<file path="src/rtl/alu_sched.sv">
// -----------------------------------------------------------------------------
// alu_sched -- two-requester round-robin scheduler for a shared external
// combinational ALU.
//
// One operation is in flight at a time. A granted request is latched into the
// alu_* drive registers (EXEC next cycle). At the end of EXEC the ALU output is
// captured into rsp_*. The response is then held (HOLD) until the consumer
// takes it. The scheduler forwards mode/opsel/cin untouched and does no
// arithmetic of its own.
//
// Valid/ready: a transfer happens in any cycle where valid and ready are both
// high at the rising edge of clk. Ready never depends on anything sampled after
// that edge. The producer must hold its payload stable while valid is high and
// ready is low, but may drop valid without penalty.
//
// Ports
//   clk, rst                    clock, synchronous active-high reset
//   reqN_valid / reqN_ready     request handshake for requester N (N = 0, 1)
//   reqN_a, reqN_b              operands
//   reqN_mode, reqN_opsel,
//   reqN_cin                    ALU control for requester N
//   alu_a, alu_b, alu_mode,
//   alu_opsel, alu_cin          registered drive to the external ALU
//   alu_result, alu_cout        ALU outputs (combinational from alu_*)
//   rsp_valid / rsp_ready       response handshake
//   rsp_id                      index of the requester that owns the response
//   rsp_result, rsp_cout        captured ALU outputs
//   rsp_zero                    (only with ALU_SCHED_ZERO_FLAG_EN) result == 0
//   o_dbg_state                 current FSM state (0 IDLE, 1 EXEC, 2 HOLD)
//
// Build option: define ALU_SCHED_ZERO_FLAG_EN to add the rsp_zero output.
// -----------------------------------------------------------------------------
module alu_sched #(
    parameter int WIDTH = 32
) (
    input  logic             clk,
    input  logic             rst,
    input  logic             req0_valid,
    output logic             req0_ready,
    input  logic [WIDTH-1:0] req0_a,
    input  logic [WIDTH-1:0] req0_b,
    input  logic             req0_mode,
    input  logic [2:0]       req0_opsel,
    input  logic             req0_cin,
    input  logic             req1_valid,
    output logic             req1_ready,
    input  logic [WIDTH-1:0] req1_a,
    input  logic [WIDTH-1:0] req1_b,
    input  logic             req1_mode,
    input  logic [2:0]       req1_opsel,
    input  logic             req1_cin,
    output logic [WIDTH-1:0] alu_a,
    output logic [WIDTH-1:0] alu_b,
    output logic             alu_mode,
    output logic [2:0]       alu_opsel,
    output logic             alu_cin,
    input  logic [WIDTH-1:0] alu_result,
    input  logic             alu_cout,
    output logic             rsp_valid,
    input  logic             rsp_ready,
    output logic             rsp_id,
    output logic [WIDTH-1:0] rsp_result,
    output logic             rsp_cout,
`ifdef ALU_SCHED_ZERO_FLAG_EN
    output logic             rsp_zero,
`endif
    output logic [1:0]       o_dbg_state
);

    typedef enum logic [1:0] {
        S_IDLE = 2'd0,
        S_EXEC = 2'd1,
        S_HOLD = 2'd2
    } state_t;

    state_t             r_state;
    state_t             w_next_state;
    logic               w_grant0;
    logic               w_grant1;
    logic               r_last_grant;
    logic [WIDTH-1:0]   r_alu_a;
    logic [WIDTH-1:0]   r_alu_b;
    logic               r_alu_mode;
    logic [2:0]         r_alu_opsel;
    logic               r_alu_cin;
    logic               r_rsp_id;
    logic [WIDTH-1:0]   r_rsp_result;
    logic               r_rsp_cout;
`ifdef ALU_SCHED_ZERO_FLAG_EN
    logic               r_rsp_zero;
`endif

    // Next state and grant. Grants exist only in IDLE. On a tie the requester
    // that did not win last time is chosen.
    always_comb begin
        w_next_state = r_state;
        w_grant0     = 1'b0;
        w_grant1     = 1'b0;
        case (r_state)
            S_IDLE: begin
                w_grant0 = req0_valid & (~req1_valid | r_last_grant);
                w_grant1 = req1_valid & (~req0_valid | ~r_last_grant);
                if (w_grant0 | w_grant1) begin
                    w_next_state = S_EXEC;
                end
            end
            S_EXEC: w_next_state = S_HOLD;
            S_HOLD: begin
                if (rsp_ready) begin
                    w_next_state = S_IDLE;
                end
            end
            default: w_next_state = S_IDLE;
        endcase
    end

    // Reset beats any handshake, so ready is masked while rst is high.
    assign req0_ready = w_grant0 & ~rst;
    assign req1_ready = w_grant1 & ~rst;

    always_ff @(posedge clk) begin
        if (rst) begin
            r_state      <= S_IDLE;
            r_last_grant <= 1'b1;
            r_alu_a      <= '0;
            r_alu_b      <= '0;
            r_alu_mode   <= 1'b0;
            r_alu_opsel  <= 3'd0;
            r_alu_cin    <= 1'b0;
            r_rsp_id     <= 1'b0;
            r_rsp_result <= '0;
            r_rsp_cout   <= 1'b0;
`ifdef ALU_SCHED_ZERO_FLAG_EN
            r_rsp_zero   <= 1'b0;
`endif
        end else begin
            r_state <= w_next_state;
            if (w_grant0) begin
                r_alu_a      <= req0_a;
                r_alu_b      <= req0_b;
                r_alu_mode   <= req0_mode;
                r_alu_opsel  <= req0_opsel;
                r_alu_cin    <= req0_cin;
                r_last_grant <= 1'b0;
                r_rsp_id     <= 1'b0;
            end else if (w_grant1) begin
                r_alu_a      <= req1_a;
                r_alu_b      <= req1_b;
                r_alu_mode   <= req1_mode;
                r_alu_opsel  <= req1_opsel;
                r_alu_cin    <= req1_cin;
                r_last_grant <= 1'b1;
                r_rsp_id     <= 1'b1;
            end
            // The ALU has had a full cycle to settle on the latched inputs.
            if (r_state == S_EXEC) begin
                r_rsp_result <= alu_result;
                r_rsp_cout   <= alu_cout;
`ifdef ALU_SCHED_ZERO_FLAG_EN
                r_rsp_zero   <= (alu_result == '0);
`endif
            end
        end
    end

    assign alu_a       = r_alu_a;
    assign alu_b       = r_alu_b;
    assign alu_mode    = r_alu_mode;
    assign alu_opsel   = r_alu_opsel;
    assign alu_cin     = r_alu_cin;
    assign rsp_valid   = (r_state == S_HOLD);
    assign rsp_id      = r_rsp_id;
    assign rsp_result  = r_rsp_result;
    assign rsp_cout    = r_rsp_cout;
`ifdef ALU_SCHED_ZERO_FLAG_EN
    assign rsp_zero    = r_rsp_zero;
`endif
    assign o_dbg_state = r_state;

endmodule

</file>
<file path="config.mk">
export PLATFORM = sky130hd
export DESIGN_NAME = alu_sched
export DESIGN_NICKNAME = d
export VERILOG_FILES = /design/src/rtl/alu_sched.sv
export SDC_FILE = /design/constraint.sdc
export NUM_CORES = 1
export LEC_CHECK = 0
export ABC_AREA = 1
export BUFFER_PORTS_ARGS = -buffer_cell sky130_fd_sc_hd__buf_2
export CORE_AREA = 2 2 110 112
export CTS_BUF_LIST = sky130_fd_sc_hd__clkbuf_8
export CTS_CLUSTER_DIAMETER = 40
export DETAILED_ROUTE_END_ITERATION = 8
export DIE_AREA = 0 0 112 114
export GPL_TIMING_DRIVEN = 0
export PLACE_DENSITY = 0.79
export SKIP_CTS_REPAIR_TIMING = 1
export SLEW_MARGIN = 20
export SYNTH_ARGS = -nofsm -noshare
export SYNTH_HDL_FRONTEND = slang
export SYNTH_SLANG_ARGS = --single-unit
</file>
<file path="constraint.sdc">
create_clock -name clk -period 3.5 [get_ports clk]
set_input_delay 0.35 -clock clk [delete_from_list [all_inputs] [get_ports clk]]
set_output_delay 0.35 -clock clk [all_outputs]
set_load 0.02 [all_outputs]
</file>
==> results.sh <==
export IMPL_r2r_end="alu_a[7]$_SDFFE_PP0P_"
export IMPL_rsz0062_at_grt="no"
export IMPL_synth_avg_cell_area_sq_um=6.49
export IMPL_routedWlPerCell_um=12.7
export IMPL_hold_path_depth=3
export IMPL_hpwl_um=11900
export IMPL_final_common_cell="buf_2"
export IMPL_min_to="rsp_result[26]$_SDFFE_PP0N_"
export IMPL_track_usage=0.235
export IMPL_initialDrtViolationCount=344
export IMPL_fp_row_count=40
export IMPL_ios=284
export IMPL_ys_types=16
export IMPL_fmax_mhz=444
export IMPL_clkTransAtPathRegs_ns=0.11
export IMPL_gr_total_overflow=0
export IMPL_cp_required_ns=3.15
export IMPL_timing_hold_ws_ns=0.223
export IMPL_wirelength_um=15400
export IMPL_dieArea_sq_mm=0.0128
export IMPL_cts_htree_levels=3
export IMPL_final_antenna_net_count=0
export IMPL_slew_headroom=0.625
export IMPL_fin_nets=1236
export IMPL_cts_tree="done"
export IMPL_grt_pass1_vias=5216
export IMPL_setup_tns_ns=0
export IMPL_die_w_um=112
export IMPL_synthCells=766
export IMPL_yosysWarnings=0
export IMPL_startpoint_type="flop"
export IMPL_hold_start="alu_result[26]"
export IMPL_antenna_found_initial=4
export IMPL_start_util=0.425
export IMPL_vias=5730
export IMPL_skew_ns=0.0100
export IMPL_drv_cap=0
export IMPL_synthAdderAreaFrac=0
export IMPL_synth_simple_gate_area_share=0.307
export IMPL_crit_arrival_ns=1.90
export IMPL_die_y_um=114
export IMPL_setup_ws_ns=1.25
export IMPL_rrSetupSlack_ns=1.77
export IMPL_syn_nets=942
export IMPL_worst_pin_slew_ns=0.562
export IMPL_fin_util=0.580
export IMPL_firstDrtPassIters=4
export IMPL_grt_max_degree=20
export IMPL_fillers=1237
export IMPL_ys_ff_latch=106
export IMPL_crit_path_end_kind="output port"
export IMPL_clk_path_buf_depth=2
export IMPL_synth_top_family_by_area="simple AND/OR/NAND/NOR gates"
export IMPL_power_density_mw_per_mm2=483
export IMPL_insertion_delay_ns=0.37
export IMPL_path_class="flop to output port"
export IMPL_netlist_area_sq_mm=0.00497
export IMPL_clock_sinks=106
export IMPL_grt_pass1_wl_um=24500
export IMPL_path_max_fanout=10
export IMPL_power_leakage_nw=3.98
export IMPL_period_needed_ns=2.25
export IMPL_synth_xor_area_frac=0
export IMPL_cts_made_buffers=9
export IMPL_drive_above_1_share=0.311
export IMPL_finalSetupViolCount=0
export IMPL_io_buffers=283
export IMPL_hold_viol=0
export IMPL_areaGrowthSynthToFinish_pct=36.6
export IMPL_r2r_start="o_dbg_state[0]$_SDFFE_PP0P_"
export IMPL_reg2reg_depth=7
export IMPL_place_congestion=0.853
export IMPL_core_area_sq_mm=0.0117
export IMPL_drcViolationCount=0
export IMPL_drv_slew=0
export IMPL_fin_crit_sh=0.643
export IMPL_yosysSeqAreaShare=0.427
export IMPL_cts_root_buf="clkbuf_8"
export IMPL_hold_path_class="primary input to flop"
export IMPL_status="complete, no violations"
export IMPL_ir_drop_mv=0.281
export IMPL_layout_common_cells="buf_2 (306), nand2_1 (144), inv_1 (143)"
export IMPL_synth_compound_area_frac=0.108
export IMPL_viasPerCell=4.71
export IMPL_muxShareOfSynthArea=0
export IMPL_place_worst_setup_slack_ns=1.57
-- through the flow --
stage	total power [mW]	area, sq um	std cells
6_report	3.28	6790	1216
5_1_grt	3.49	6790	1215
4_1_cts	3.31	6780	1212
3_5_place_dp	2.52	6570	1196
3_3_place_gp	2.50	6570	1196
2_1_floorplan	2.13	4970	766
-- cells in the mapped netlist (all sizes together) --
cell type | count | area share
a21oi | 71 | 0.071
buf | 25 | 0.028
clkbuf | 27 | 0.020
dfxtp | 106 | 0.43
inv | 146 | 0.11
nand2 | 145 | 0.11
nand3 | 140 | 0.14
nor2 | 71 | 0.055
o211ai | 1 | 0.0015
o21ai | 34 | 0.035
-- sequential cells by signal, summed over array words and instances (netlist names) --
name	count
alu_a	32
alu_b	32
alu_cin	1
alu_mode	1
alu_opsel	3
o_dbg_state	2
r_last_grant	1
rsp_cout	1
rsp_id	1
rsp_result	32
-- how the worst max path moves through the flow --
stage / cells after the start / from / to
6_report: 5 / o_dbg_state[0]$_SDFFE_PP0P_ / req0_ready
3_3_place_gp: 5 / rst / req0_ready
2_1_floorplan: 4 / o_dbg_state[1]$_SDFFE_PP0P_ / req1_ready
5_1_grt: 5 / o_dbg_state[1]$_SDFFE_PP0P_ / req0_ready
3_5_place_dp: 5 / rst / req0_ready
4_1_cts: 5 / o_dbg_state[0]$_SDFFE_PP0P_ / req0_ready
-- area by class of cell --
cell class | count | area (sq um) | share of cell area
buffer | 52 | 239 | 0.0352
tap | 147 | 184 | 0.0271
clock buffer | 9 | 124 | 0.0182
timing repair buffer | 283 | 1420 | 0.209
antenna | 4 | 10.0 | 0.00147
inverter | 146 | 548 | 0.0807
clock inverter | 7 | 86.3 | 0.0127
sequential | 106 | 2120 | 0.312
multi-input combinational | 462 | 2060 | 0.304
-- cell families after synthesis --
logic type / after synthesis
AO/OA/AOI/OAI: 106
buffers and inverters: 198
flip-flops: 106
AND/OR/NAND/NOR: 356
-- per-layer routing --
metal,vias to the layer above,GRT usage,share of wire
met4,0,0.0919,0.023
met1,2522,0.273,0.41
li1,2964,-,-
met3,27,0.0510,0.074
met5,-,0,0
met2,217,0.424,0.50
-- worst max-delay path: stages (launching register included) --
cell,delay (ns)
dfxtp_1,0.38
nor2_4,0.31
nand3_2,0.29
buf_2,0.27
nor2_1,0.11
buf_2,0.17
-- power breakdown --
| part | switching, mW | internal (mW) | leakage [nW] |
|---|---|---|---|
| sequential | 0.0688 | 1.35 | 0.879 |
| clock | 0.442 | 0.346 | 0.0975 |
| combinational | 0.686 | 0.381 | 3.00 |
Note: power is estimated with default switching activity, not from simulation.
